$ cat src/rtl/store_monitor_pkg.sv
// rtl/store_monitor_pkg.sv - shared types and default constants for the store monitor
package store_monitor_pkg;

    typedef enum logic [1:0] {
        ST_WAIT    = 2'd0,
        ST_PASS    = 2'd1,
        ST_TIMEOUT = 2'd2
    } state_t;

    typedef struct packed {
        logic [31:0] addr;
        logic [31:0] data;
    } store_t;

    localparam int          DEF_DEPTH          = 8;
    localparam logic [31:0] DEF_MATCH_ADDR     = 32'd84;
    localparam logic [31:0] DEF_MATCH_DATA     = 32'h96;
    localparam int          DEF_TIMEOUT_CYCLES = 1000;

endpackage

$ cat src/rtl/store_fifo.sv
// rtl/store_fifo.sv - first-word-fall-through FIFO of store_t entries
// Built only when STORE_MONITOR_LOG_EN is defined.
`ifdef STORE_MONITOR_LOG_EN
module store_fifo
    import store_monitor_pkg::*;
#(
    parameter int DEPTH = DEF_DEPTH
) (
    input  logic   clk,
    input  logic   reset,
    input  logic   i_push,
    input  store_t i_data,
    input  logic   i_pop,
    output logic   o_full,
    output logic   o_valid,
    output store_t o_data
);

    localparam int AW = $clog2(DEPTH);

    logic [AW:0] r_wr_ptr;
    logic [AW:0] r_rd_ptr;
    store_t      r_mem [DEPTH];

    logic w_empty;
    logic w_do_pop;
    logic w_do_push;

    assign w_empty   = (r_wr_ptr == r_rd_ptr);
    assign o_full    = (r_wr_ptr[AW] != r_rd_ptr[AW]) &&
                       (r_wr_ptr[AW-1:0] == r_rd_ptr[AW-1:0]);
    assign w_do_pop  = i_pop && !w_empty;
    // A pop frees the slot in the same edge, so a full FIFO still accepts the push.
    assign w_do_push = i_push && (!o_full || w_do_pop);

    always_ff @(posedge clk or negedge reset) begin
        if (!reset) begin
            r_wr_ptr <= '0;
            r_rd_ptr <= '0;
        end else begin
            if (w_do_push) r_wr_ptr <= r_wr_ptr + {{AW{1'b0}}, 1'b1};
            if (w_do_pop)  r_rd_ptr <= r_rd_ptr + {{AW{1'b0}}, 1'b1};
        end
    end

    always_ff @(posedge clk) begin
        if (w_do_push) r_mem[r_wr_ptr[AW-1:0]] <= i_data;
    end

    assign o_valid = !w_empty;
    assign o_data  = w_empty ? '0 : r_mem[r_rd_ptr[AW-1:0]];

endmodule
`endif

$ cat src/rtl/store_monitor.sv
// rtl/store_monitor.sv - CPU store checker (pass/timeout) with optional store log
// Store log FIFO and overflow flag exist only when STORE_MONITOR_LOG_EN is defined.
module store_monitor
    import store_monitor_pkg::*;
#(
    parameter int          DEPTH          = DEF_DEPTH,
    parameter logic [31:0] MATCH_ADDR     = DEF_MATCH_ADDR,
    parameter logic [31:0] MATCH_DATA     = DEF_MATCH_DATA,
    parameter int          TIMEOUT_CYCLES = DEF_TIMEOUT_CYCLES
) (
    input  logic        clk,
    input  logic        reset,
    input  logic        memWrite,
    input  logic [31:0] dataAddr,
    input  logic [31:0] writeData,
    output logic        logValid,
    input  logic        logReady,
    output logic [31:0] logAddr,
    output logic [31:0] logData,
    output logic        pass,
    output logic        fail,
    output logic        overflow,
    output logic [15:0] storeCount
);

    localparam logic [31:0] TIMEOUT_LAST = 32'(TIMEOUT_CYCLES - 1);

    state_t      r_state;
    state_t      w_next_state;
    logic [31:0] r_cycle_cnt;
    logic [15:0] r_store_count;
    logic        w_match;

    assign w_match = memWrite && (dataAddr == MATCH_ADDR) && (writeData == MATCH_DATA);

    always_ff @(posedge clk or negedge reset) begin
        if (!reset) begin
            r_state     <= ST_WAIT;
            r_cycle_cnt <= '0;
        end else begin
            r_state <= w_next_state;
            if (r_state == ST_WAIT) r_cycle_cnt <= r_cycle_cnt + 32'd1;
        end
    end

    // A match wins over the timeout when both land on the same edge.
    always_comb begin
        w_next_state = r_state;
        case (r_state)
            ST_WAIT: begin
                if (w_match)                          w_next_state = ST_PASS;
                else if (r_cycle_cnt == TIMEOUT_LAST) w_next_state = ST_TIMEOUT;
            end
            default: w_next_state = r_state;
        endcase
    end

    assign pass = (r_state == ST_PASS);
    assign fail = (r_state == ST_TIMEOUT);

    always_ff @(posedge clk or negedge reset) begin
        if (!reset)                                     r_store_count <= '0;
        else if (memWrite && r_store_count != 16'hFFFF) r_store_count <= r_store_count + 16'd1;
    end

    assign storeCount = r_store_count;

`ifdef STORE_MONITOR_LOG_EN
    store_t w_in;
    store_t w_head;
    logic   w_full;
    logic   w_valid;
    logic   w_pop;
    logic   r_overflow;

    assign w_in  = '{addr: dataAddr, data: writeData};
    assign w_pop = w_valid && logReady;

    store_fifo #(.DEPTH(DEPTH)) u_fifo (
        .clk     (clk),
        .reset   (reset),
        .i_push  (memWrite),
        .i_data  (w_in),
        .i_pop   (w_pop),
        .o_full  (w_full),
        .o_valid (w_valid),
        .o_data  (w_head)
    );

    always_ff @(posedge clk or negedge reset) begin
        if (!reset)                               r_overflow <= 1'b0;
        else if (memWrite && w_full && !w_pop)    r_overflow <= 1'b1;
    end

    assign logValid = w_valid;
    assign logAddr  = w_head.addr;
    assign logData  = w_head.data;
    assign overflow = r_overflow;
`else
    logic [$clog2(DEPTH):0] w_unused;
    assign w_unused = {($clog2(DEPTH) + 1){logReady}};

    assign logValid = 1'b0;
    assign logAddr  = '0;
    assign logData  = '0;
    assign overflow = 1'b0;
`endif

endmodule

$ cat config.mk
export PLATFORM = sky130hd
export DESIGN_NAME = store_monitor
export DESIGN_NICKNAME = d
export VERILOG_FILES = /design/src/rtl/store_monitor_pkg.sv /design/src/rtl/store_fifo.sv /design/src/rtl/store_monitor.sv
export SDC_FILE = /design/constraint.sdc
export NUM_CORES = 1
export LEC_CHECK = 0
export ABC_CLOCK_PERIOD_IN_PS = 2000
export CAP_MARGIN = 20
export CORE_MARGIN = 2
export CORE_UTILIZATION = 35
export DETAILED_ROUTE_END_ITERATION = 7
export PLACE_DENSITY = 0.75
export SLEW_MARGIN = 25
export SYNTH_ARGS = -nofsm -noshare
export SYNTH_HDL_FRONTEND = slang
export SYNTH_SLANG_ARGS = --single-unit
$ cat constraint.sdc
create_clock -name clk -period 2 [get_ports clk]
set_clock_uncertainty 0.05 [all_clocks]
set_input_delay 0.2 -clock clk [delete_from_list [all_inputs] [get_ports clk]]
set_output_delay 0.2 -clock clk [all_outputs]
set_load 0.02 [all_outputs]
Yosys cells after proc, flatten, opt, wreduce, memory -nomap -nowiden
Cells that the tools add are included.
Operators by class
  add/subtract/negate cells: 2
  eq/ne operators: 6
  multiplexer cells: 2
  reduce and logical (&&, ||, !) cells: 6
Operators by type and width (count)
  32-bit by 1-bit adder with 32-bit output, second input constant: 1
  32-bit by 10-bit equality test with 1-bit output, second input constant: 1
  32-bit by 7-bit equality test with 1-bit output, second input constant: 1
  32-bit by 8-bit equality test with 1-bit output, second input constant: 1
  16-bit by 1-bit adder with 16-bit output, second input constant: 1
  16-bit inequality test, second input constant: 1
  2-bit two-way mux: 2
  1-bit logical AND: 3
  2-bit by 1-bit equality test with 1-bit output, second input constant: 1
  2-bit equality test, second input constant: 1
  2-bit zero test: 1
  2-bit AND reduction: 1
  2-bit nonzero test: 1
Storage, ports and cells
  bits in registers: 50
  bits of input ports: 68
  output and inout port bits: 84

Logic depth before layout (Yosys ltp)
  depth after elaboration: 5
  mapped depth: 6

Worst setup path before layout
No wires, ideal clock.
  path type: reg-to-reg
  start: register r_store_count[0], in the netlist storeCount[0]
  end: register r_store_count[1], in the netlist storeCount[1]
  setup time: 125 ps
  arrival: 1544 ps
  data required time: 1825 ps
  slack: 281 ps
  stages on the path, launching flop included: 6
  path buffers: 0
  cell sequence: dfrtp_1 ha_1 and3_1 nand4_1 o21ai_2 mux2_2
Between the ends
  word-level cells in the longest chain between the ends: 2
Ends and longest elaborated chain
  from (decl): line store_monitor.sv:31  | logic [15:0] r_store_count;
  from (signal assigned): line store_monitor.sv:63  | else if (memWrite && r_store_count != 16'hFFFF) r_store_count <= r_store_count + 16'd1;
  parallel branches: the longest is 2 deep, another holds 16-bit by 1-bit adder with 16-bit output
Parallel ways; which one is timed is not known.
A chain may end at the register's enable or synchronous reset.

Final worst setup path
  start: register r_store_count[9], in the netlist storeCount[9]
  end: register r_store_count[1], in the netlist storeCount[1]
Between the ends
  word-level cells in the longest chain between the ends: 2
Ends and longest elaborated chain (line)
  16-bit inequality test: store_monitor.sv:63
  1-bit logical AND: store_monitor.sv:63
No other way between the ends.

==> impl_metrics.toml <==
[placed_design]
globalplace.congestion = 0.792
placed_cell_area_sq_um = 3810
place.detailed.hpwl_mm = 5.07
buffer_ports.inserted = 84
placed_cell_count = 502

[worst_setup_path]
critical_path_arrival_ns = 1.98
highest_net_fanout_along_the_worst_path = 6
required_ns = 2.14
kind_of_critical_path = "flip-flop to flip-flop"
critPathLaunchType = "flip-flop"
worst_setup_path_end_kind = "flip-flop"

[clocking]
tritoncts = "done"
cts_inserted_buffers = 5
clock_tree.buffer_depth = 2
clock_sinks = 50
clkSlewWorstSetupHoldPaths_ns = 0.09
clock_tree.root_cell = "sky130_fd_sc_hd__clkbuf_8"
cts_resized = 0
post_cts_setup_buffers = 0
clock_insertion_delay_worst_skew_ns = 0.30
cts.htree.levels = 2

[final_layout]
fin_area_sq_um = 3940
layout.core_utilization_pct = 45.6
area.growth.synth_to_final_pct = 27.2
diodes = 0
multiInputGateArea_sq_um = 1560
fill_cells = 813
finalNonFillerCells = 510
nNetsFinal = 472
drive_gt1_share_pct = 5.47
storage_element_area_sq_um = 1250

[floorplanning]
ioPinCount = 152
die_x_um = 98.0
initial_utilization_pct = 35.8
floorplan.die.height_um = 98.0
std_cell_rows = 34
area_of_the_die_sq_um = 9610
core_area_sq_um = 8640

[route]
drc_errors = 0
wl_per_cell_um = 12.6
antenna_left = 0
vias_per_cell = 4.71
detail_route.wirelength_mm = 6.41
drt_iter0_markers = 129
num_vias = 2403
drt_first_pass_iters = 4

[sta]
tightestPinTransition_ns = 0.569
hold_slack_ns = 0.381
setup_viol_count_final = 0
fin_setup_tns_ns = 0
final_period_minus_worst_setup_slack_ns = 1.84
hold_viol_final = 0
slew_violations = 0
slew-limit-headroom_pct = 62.1
min_period_over_period_pct = 92.0
max_freq_mhz = 543
grt_setup_unrepaired = "no"

[power_and_ir_drop]
power_density_nw_per_um2 = 638
worst_ir_drop_vdd_mv = 0.308
cellLeakagePower_nw = 1.77

[synthesis]
asyncSetResetFlopFracSynth_pct = 100
mappedNetlistArea_sq_um = 3100
post-synth-top-count-cell = "sky130_fd_sc_hd__buf_4"
dominantRegCellSynth = "sky130_fd_sc_hd__dfrtp_1"
synthesis.instances = 312
yosys_warnings = 0
synth_top_cells_by_count = "sky130_fd_sc_hd__buf_4, sky130_fd_sc_hd__dfrtp_1, sky130_fd_sc_hd__xnor2_1"
synth_top_area_cell = "sky130_fd_sc_hd__dfrtp_1"
distinct_cells_synth = 39
synth_top_cell_area_share_pct = 40.4
number_of_enable_type_register_cells_in_the_synthesized_netlist = 0
synth.area.top_cells = "sky130_fd_sc_hd__dfrtp_1, sky130_fd_sc_hd__buf_4, sky130_fd_sc_hd__xnor2_1, sky130_fd_sc_hd__xor2_1, sky130_fd_sc_hd__nor4_1"
ys_ff_latch = 50
avg_cell_area_syn_sq_um = 9.92
synth.yosys.seq_area_share_pct = 40.4

[worst_hold_path]
hp-class = "input port to asynchronous set/reset pin"

[global_route]
grt_max_degree = 26
grt_remaining_overflow = 0
antenna_found_initial = 0
grt_pass1_vias = 2333
grtUsageTotal_pct = 13.1
first_pass_grt_wire_length_mm = 10.4

[status]
run_status = "complete, no violations"

[job]
timing.max_cap.violations = 0
## placed cells by master, fill, tap and decap left out, drive strengths merged, types with 2 or more instances in the layout
cell,synthesis,final
nand3,16,16
xor2,15,15
clkbuf,2,6
o21ai,3,3
and2,9,9
nor4,23,23
dfrtp,50,50
xnor2,26,26
and3,8,8
and4,6,6
nand2,19,19
nand4,19,19
ha,2,2
nor4bb,2,2
clkdlybuf4s50,0,83
inv,5,5
nor4b,4,4
conb,1,66
buf,67,3
nor3,8,8
o21a,2,2
nor2,11,11
mux2,3,3
## where the power goes
part,total [mW],switching [mW],internal [mW]
registers,1.16,0.0833,1.07
clock network,0.725,0.325,0.400
logic,0.627,0.325,0.302
## sequential cells by signal, summed over array words and instances, names as in the netlist
register and cells:
r_cycle_cnt 32, storeCount 16, r_state 2
## through the flow
step	power, mW	setup slack [ns]
3_5_place_dp	1.81	0.192
6_report	2.51	0.160
3_3_place_gp	1.79	0.238
4_1_cts	2.53	0.181
2_1_floorplan	1.58	0.281
5_1_grt	2.61	0.0717
## final timing paths
kind | depth (start not counted) | end | slack (ns) | startpoint
worst min-delay path | 2 | storeCount[11]$_DFFE_PN0P_ | 0.38 | reset
worst max register to register | 4 | storeCount[1]$_DFFE_PN0P_ | 0.16 | storeCount[9]$_DFFE_PN0P_
worst max-delay path | 4 | storeCount[1]$_DFFE_PN0P_ | 0.16 | storeCount[9]$_DFFE_PN0P_
min in group clk | 1 | r_cycle_cnt[8]$_DFFE_PN0P_ | 0.42 | r_cycle_cnt[8]$_DFFE_PN0P_
worst min register to register | 1 | r_cycle_cnt[8]$_DFFE_PN0P_ | 0.42 | r_cycle_cnt[8]$_DFFE_PN0P_
max in group asynchronous | 3 | r_cycle_cnt[31]$_DFFE_PN0P_ | 0.87 | reset
## routing by layer
metal | wire, um | vias up | global-route usage [%]
li1 | - | 1146 | -
met1 | 2590 | 1130 | 15.9
met2 | 3290 | 115 | 23.5
met3 | 397 | 12 | 1.79
met4 | 137 | 0 | 5.34
met5 | 0 | - | 0
## logic make-up (layout without fill, tap and decap cells)
logic type	after synthesis	in the layout	share of synthesized area (%)
buffers and inverters	74	99	17.1
AO/OA/AOI/OAI	13	13	3.15
flip-flops	50	50	40.4
multiplexers	3	3	1.09
AND/OR/NAND/NOR	128	128	25.7
other	1	66	0.121
adder cells (fa/ha/maj)	2	2	0.808
XOR/XNOR	41	41	11.6
## worst max-delay path, stage by stage (launching register included)
cell and delay (ns):
sky130_fd_sc_hd__dfrtp_1 0.45, sky130_fd_sc_hd__and4_1 0.32, sky130_fd_sc_hd__nand4_1 0.29, sky130_fd_sc_hd__o21ai_2 0.27, sky130_fd_sc_hd__mux2_2 0.35
## area by class of cell
class	instances	share of cell area (%)
Clock inverter	1	0.763
Multi-Input combinational cell	253	39.6
Timing Repair Buffer	87	21.9
Clock buffer	6	2.10
Inverter	5	0.477
Sequential cell	50	31.8
Tap cell	108	3.43
## timing repair
| item | in CTS | in global routing |
|---|---|---|
| setup endpoints to repair | 0 | 0 |
| hold endpoints to repair | 23 | 0 |
| hold buffers | 1 | 0 |
Power figures use the tool's default switching activity.
